[src/rtl/mem_port_arb.sv]
// Arbiter for the shared instruction/data memory port: one transaction outstanding,
// LSU priority with a streak counter that forces an IFU grant after STARVE_LIMIT contested LSU wins.
module mem_port_arb #(
  parameter int ADDR_W       = 64,
  parameter int DATA_W       = 64,
  parameter int STARVE_LIMIT = 4
) (
  input  logic                  clk,
  input  logic                  rst_n,
  input  logic                  if_req,
  input  logic [ADDR_W-1:0]     if_addr,
  output logic                  if_ready,
  output logic                  if_rvalid,
  output logic [DATA_W-1:0]     if_rdata,
  input  logic                  ls_req,
  input  logic                  ls_wen,
  input  logic [ADDR_W-1:0]     ls_addr,
  input  logic [DATA_W-1:0]     ls_wdata,
  input  logic [DATA_W/8-1:0]   ls_wmask,
  output logic                  ls_ready,
  output logic                  ls_rvalid,
  output logic [DATA_W-1:0]     ls_rdata,
  output logic                  mem_req,
  output logic                  mem_wen,
  output logic [ADDR_W-1:0]     mem_addr,
  output logic [DATA_W-1:0]     mem_wdata,
  output logic [DATA_W/8-1:0]   mem_wmask,
  input  logic                  mem_gnt,
  input  logic                  mem_rvalid,
  input  logic [DATA_W-1:0]     mem_rdata,
  output logic                  busy
);

  localparam int            SW     = $clog2(STARVE_LIMIT + 1);
  localparam logic [SW-1:0] LIMIT  = SW'(STARVE_LIMIT);
  localparam logic          OWN_IF = 1'b0;
  localparam logic          OWN_LS = 1'b1;

  typedef enum logic [1:0] {IDLE = 2'd0, REQ = 2'd1, WAIT = 2'd2} state_t;

  state_t        state;
  state_t        state_nxt;
  logic [SW-1:0] streak;
  logic [SW-1:0] streak_nxt;
  logic          owner;
  logic          grant_if;
  logic          grant_ls;

  // Arbitration in IDLE and the transaction sequencing that follows it
  always_comb begin
    state_nxt = state;
    grant_if  = 1'b0;
    grant_ls  = 1'b0;
    case (state)
      IDLE: begin
        if (ls_req && !(if_req && (streak == LIMIT))) begin
          grant_ls  = 1'b1;
          state_nxt = REQ;
        end else if (if_req) begin
          grant_if  = 1'b1;
          state_nxt = REQ;
        end else begin
          state_nxt = IDLE;
        end
      end
      REQ: begin
        if (mem_gnt) state_nxt = WAIT;
        else         state_nxt = REQ;
      end
      WAIT: begin
        if (mem_rvalid) state_nxt = IDLE;
        else            state_nxt = WAIT;
      end
      default: state_nxt = IDLE;
    endcase
  end

  // Only contested LSU wins count toward starving the IFU
  always_comb begin
    streak_nxt = streak;
    if (grant_if) begin
      streak_nxt = '0;
    end else if (grant_ls && if_req && (streak != LIMIT)) begin
      streak_nxt = streak + 1'b1;
    end else begin
      streak_nxt = streak;
    end
  end

  // State, streak and owner registers
  always_ff @(posedge clk or negedge rst_n) begin
    if (!rst_n) begin
      state  <= IDLE;
      streak <= '0;
      owner  <= OWN_IF;
    end else begin
      state  <= state_nxt;
      streak <= streak_nxt;
      if (grant_ls)      owner <= OWN_LS;
      else if (grant_if) owner <= OWN_IF;
      else               owner <= owner;
    end
  end

  // Memory payload latched on accept and held until the next accept
  always_ff @(posedge clk or negedge rst_n) begin
    if (!rst_n) begin
      mem_wen   <= 1'b0;
      mem_addr  <= '0;
      mem_wdata <= '0;
      mem_wmask <= '0;
    end else if (grant_ls) begin
      mem_wen   <= ls_wen;
      mem_addr  <= ls_addr;
      mem_wdata <= ls_wdata;
      mem_wmask <= ls_wmask;
    end else if (grant_if) begin
      mem_wen   <= 1'b0;
      mem_addr  <= if_addr;
      mem_wdata <= '0;
      mem_wmask <= '0;
    end else begin
      mem_wen   <= mem_wen;
      mem_addr  <= mem_addr;
      mem_wdata <= mem_wdata;
      mem_wmask <= mem_wmask;
    end
  end

  assign if_ready  = grant_if;
  assign ls_ready  = grant_ls;
  assign mem_req   = (state == REQ);
  assign busy      = (state != IDLE);
  // Responses outside WAIT are stray and must not reach either requester
  assign if_rvalid = (state == WAIT) && mem_rvalid && (owner == OWN_IF);
  assign ls_rvalid = (state == WAIT) && mem_rvalid && (owner == OWN_LS);
  assign if_rdata  = mem_rdata;
  assign ls_rdata  = mem_rdata;

endmodule

[config.mk]
export PLATFORM = sky130hd
export DESIGN_NAME = mem_port_arb
export DESIGN_NICKNAME = d
export VERILOG_FILES = /design/src/rtl/mem_port_arb.sv
export SDC_FILE = /design/constraint.sdc
export NUM_CORES = 1
export LEC_CHECK = 0
export CAP_MARGIN = 20
export CORE_AREA = 2 2 212 214
export CTS_CLUSTER_DIAMETER = 100
export DETAILED_ROUTE_END_ITERATION = 6
export DIE_AREA = 0 0 214 216
export PLACE_DENSITY = 0.42
export SETUP_SLACK_MARGIN = 0.1
export SLEW_MARGIN = 15
export SYNTH_ARGS = -nofsm -noshare
export SYNTH_HDL_FRONTEND = slang
export SYNTH_SLANG_ARGS = --single-unit
[constraint.sdc]
create_clock -name clk -period 2.5 [get_ports clk]
set_input_delay 0.25 -clock clk [delete_from_list [all_inputs] [get_ports clk]]
set_output_delay 0.25 -clock clk [all_outputs]
set_load 0.005 [all_outputs]
# After elaboration in Yosys (flattened, before gate mapping)
# Index checks and enable logic that the tools add are counted.
[totals]
register_bits = 143
latch_bits = 0
ram_bits = 0
mem_bits_ro = 0
inputBits = 271
word_cells = 46
mem_count = 0
[op_classes]
n_addsub = 1
n_mul = 0
div = 0
order_cmp = 0
n_eq_ne = 4
shift = 0
muxes = 21
bitwise_logic = 1
reduce_logical = 12
[ops]
columns = ["cell", "n"]
rows = [
  ["64-bit two-way mux", 4],
  ["8-bit two-way mux", 2],
  ["1-bit two-way mux", 10],
  ["1-bit logical AND", 7],
  ["3-bit two-way mux", 2],
  ["2-bit case mux with 3 select lines", 1],
  ["2-bit nonzero test", 3],
  ["2-bit two-way mux", 2],
  ["3-bit by 1-bit adder with 3-bit output (second input constant)", 1],
  ["3-bit equality test (second input constant)", 1],
  ["3-bit inequality test (second input constant)", 1],
  ["2-bit by 1-bit equality test with 1-bit output (second input constant)", 1],
  ["2-bit equality test (second input constant)", 1],
  ["2-bit logical NOT", 1],
  ["1-bit logical NOT", 1],
  ["1-bit NOT", 1],
]

# Longest topological paths before layout
[depth]
word_depth = 10
mapped_depth = 8

# Worst setup path before layout
# No wires, ideal clock.
[synth_timing]
path_kind = "flip-flop to flip-flop"
from = "reg streak[0]"
to = "reg mem_wdata[19]"
arrival_time_ps = 1504
required_time_ps = 2379
slack_ps = 875
stages_incl_launch_ff = 9
n_path_buf = 3
cell_sequence = "dfrtp_1 > inv_1 > ha_1 > nand3_1 > and3_1 > buf_2 > buf_6 > buf_6 > a22o_1"
[synth_between]
elab_chain_len = 7
[synth_lines]
columns = ["element", "line_no", "text"]
rows = [
  ["start, declared", "43", "logic [SW-1:0] streak;"],
  ["start signal, assigned", "98", "streak <= streak_nxt;"],
  ["3-bit equality test (*)", "56", "if (ls_req && !(if_req && (streak == LIMIT))) begin"],
  ["1-bit logical AND (*)", "56", ""],
  ["1-bit logical NOT (*)", "56", ""],
  ["1-bit logical AND (*)", "56", ""],
  ["1-bit two-way mux", "56", ""],
  ["1-bit two-way mux", "54", "case (state)"],
  ["64-bit two-way mux / 2-bit nonzero test (equally long branches)", "-", ""],
  ["end signal, assigned", "115", "mem_wdata <= ls_wdata;"],
  ["end signal, assigned", "125", "mem_wdata <= mem_wdata;"],
  ["end, declared", "26", "output logic [DATA_W-1:0] mem_wdata,"],
]
# Mark *: on every way between the ends. The rest lies on a longest branch, timed or not.
# A chain may end at the register's enable or synchronous reset.

# Worst setup path in the final report
[layout_timing]
from = "reg state[1]"
to = "out ls_ready"
[layout_between]
elab_chain_len = 2
[layout_lines]
columns = ["element", "line_no", "text"]
rows = [
  ["start, declared", "41", "state_t state;"],
  ["start signal, assigned", "97", "state <= state_nxt;"],
  ["2-bit logical NOT", "54", ""],
  ["1-bit two-way mux", "54", ""],
  ["end, declared", "20", "output logic ls_ready,"],
]
# Every way passes these cells.

==> run metrics <==
clock root cell=clkbuf_16; peak supply drop=0.4666 mV; cell accounting for the most synthesized area=dfrtp_1; final worst-path cycle share=90.07%; antenna cells=0; synth warn=0; minimum clock period after layout=2.252 ns; Slew Limit Fails=0; Max clock buf depth=2; total global routing overflow=0; Yosys top cell area share=50.94%; vias per cell=3.719; Mapped Area=7024 um2; Leakage=5.025 nW; count of cell types in the netlist=23; min-delay worst type=in2async; Routed Antenna Nets=0; Cell Pwr Density=1065 nW/um2; Ports=542; Worst Setup Path Type=reg2out; footprint of the multi-input gates=1478 um2; reg-to-reg slack, setup=0.66 ns; Setup Viol. Count Final=0; DRT Pass-1 Iters=6; Layout Skew=0.01329 ns; RSZ-0062 raised after global routing=no; synthesis-to-finish area growth=52.42%; share of layout cells above drive strength 1=5.363%; syn avg cell area=10.48 um2; cell internal pwr=0.007700 W; routed vias=5530; final core utilization=24.42%; Max-Cap Viols=0; Finished Layout Cells=1487; number of synthesized flops with an enable pin=0; antenna violations before repair=2; post-synthesis net count=943; first-pass GRT wire length=36.20 mm; vias in the first global route=5808; post-route setup TNS=0 ns; share of power burned in registers=34.5%; IO Port Bufs=349; Syn Inst Count=670; DRC errors left=0; top cells by area, synth=dfrtp_1 51%, buf_4 14%, inv_1 11%, a22o_1 9.2%, a222oi_1 9.1%; global-route usage over all layers=10.49%; switching power of the nets=0.003698 W; post-route setup slack=0.2482 ns; die area=46220 um2; Max Freq=444.1 MHz; CTS clk-pin slew, worst paths=0.06 ns; combinational share of power=43.9%; top_reg_cell synth=dfrtp_1; Net Sw Frac=32.44%; status=completed; Rel. slew slack=61.16%; flop and latch count out of synthesis=143; Filler cells=4743; Num CTS Buffers=17; clock power share=21.6%; ys async rst share=100.0%; Sequential Area=3578 um2; Worst Setup Start Kind=flop; Nets=1155; Worst-Skew Late Latency=0.48 ns; CTS tree=yes; Core ar.=43840 um2; height of the die=216 um; die width=214 um; 1st-iter DRT viols=489; standard-cell rows=77; cells on worst reg2reg path=4; largest net degree at the start of global routing=98; Placer Congestion=0.7386; post-DR wirelength/cell=16.18 um; hpwl dp=16.68 mm; CTS Sinks=143; final wirelength=24.05 mm; final hold vios=0; # H-tree levels=4; Tightest Pin Transition=0.5825 ns; initial core utilization=16.02%; Crit path required time=2.25 ns; worst slack at placement=0.2351 ns; DP Cell Count=1453; crit path DAT=2.00 ns; Critical Path Fanout Max=5; Worst Setup End Kind=primary output; Seq/Total Area, Yosys=50.94%
## Yosys cell counts, drive strengths merged, types with 4 or more instances
master / n
inv: 197
buf: 156
dfrtp: 143
a22o: 74
a222oi: 64
clkbuf: 10
o21ai: 6
nand2: 4
## metal layers
metal	routed length, um	share of wire [%]	vias to the layer above	track usage, %
li1	-	-	2525	-
met1	9295	39	2609	11.47
met2	10990	46	322	15.90
met3	2837	12	70	6.032
met4	902	3.7	4	5.967
met5	31	0.13	-	0
## metrics by stage
step	hold slack (ns)	instance area, um2	power [W]
finish	0.2473	10710	0.01140
global route	0.2560	10710	0.01221
CTS	0.2015	10700	0.01165
detailed placement	0.1805	10140	0.009019
global placement	0.1840	10140	0.009020
floorplan	-0.04559	7024	0.006191
## logic make-up (layout without fill, tap and decap cells)
family                   count (synthesis)  in the layout  synth area share [%]
AO/OA/AOI/OAI                          146            146                 19.01
flip-flops                             143            143                 50.94
buffers and inverters                  363            588                 28.43
adder cells (fa/ha/maj)                  2              2                0.3562
AND/OR/NAND/NOR                         16             16                 1.265
## repair_timing
action | in CTS | in global routing
setup buffers | 0 | 1
gates cloned | 0 | 0
endpoints found under the setup margin | 1 | 2
gates resized for setup | 2 | 1
endpoints found under the hold margin | 33 | 0
hold buffers | 1 | 0
## final timing paths
path	endpoint	start
min in group clk	mem_addr[37]	ls_addr[37]
min	mem_wdata[38]	rst_n
min reg2reg	mem_wdata[54]	mem_wdata[54]
max in group asynchronous	mem_addr[9]	rst_n
max	ls_ready	state[1]
max reg2reg	mem_addr[31]	state[1]
## sequential cells by signal, indices dropped and copies added, names as in the netlist
register,count
mem_addr,64
owner,1
state,2
streak,3
mem_wmask,8
mem_wen,1
mem_wdata,64
## power groups by stage
stage               registers, W  logic, W  clock network (W)
CTS                      0.00395   0.00508            0.00263
floorplan                0.00400   0.00220                  0
global placement         0.00396   0.00506                  0
detailed placement       0.00395   0.00507                  0
finish                   0.00393   0.00500            0.00247
global route             0.00407   0.00542            0.00271
## worst max-delay path: stages (launching register included)
cell and delay (ns):
dfrtp_1 0.43, nor2_2 0.30, and3_4 0.28, clkdlybuf4s50_1 0.53
## cells in the final DEF (no fill, tap or decap)
| cell type | instances |
|---|---|
| clkinv_4 | 3 |
| nand2_1 | 4 |
| buf_6 | 1 |
| and3_4 | 1 |
| buf_4 | 5 |
| nor3b_1 | 1 |
| nor2b_2 | 1 |
| clkinv_2 | 6 |
| buf_12 | 4 |
| nor2_1 | 1 |
| dlygate4sd3_1 | 1 |
| clkdlybuf4s50_1 | 347 |
| clkinvlp_4 | 5 |
| o21ai_0 | 5 |
| a22o_1 | 74 |
| nor2_2 | 1 |
| clkbuf_16 | 17 |
| inv_1 | 197 |
| a21o_1 | 1 |
| nand2b_1 | 1 |
| nand3_1 | 2 |
| dfrtp_1 | 143 |
| ha_1 | 2 |
| dlygate4sd2_1 | 1 |
| a21oi_4 | 1 |
| and3_1 | 1 |
| nand4_1 | 2 |
| or3b_4 | 1 |
| o21ai_4 | 1 |
| a222oi_1 | 64 |
| bufinv_16 | 1 |
## cell type report
| type | instances | share of cell area (%) |
|---|---|---|
| Clock buffer | 17 | 3.973 |
| Clock inverter | 15 | 1.157 |
| Sequential cell | 143 | 33.42 |
| Multi-Input combinational cell | 164 | 13.80 |
| Tap cell | 592 | 6.918 |
| Inverter | 197 | 6.907 |
| Timing Repair Buffer | 359 | 33.82 |
Power figures use the tool's default switching activity.
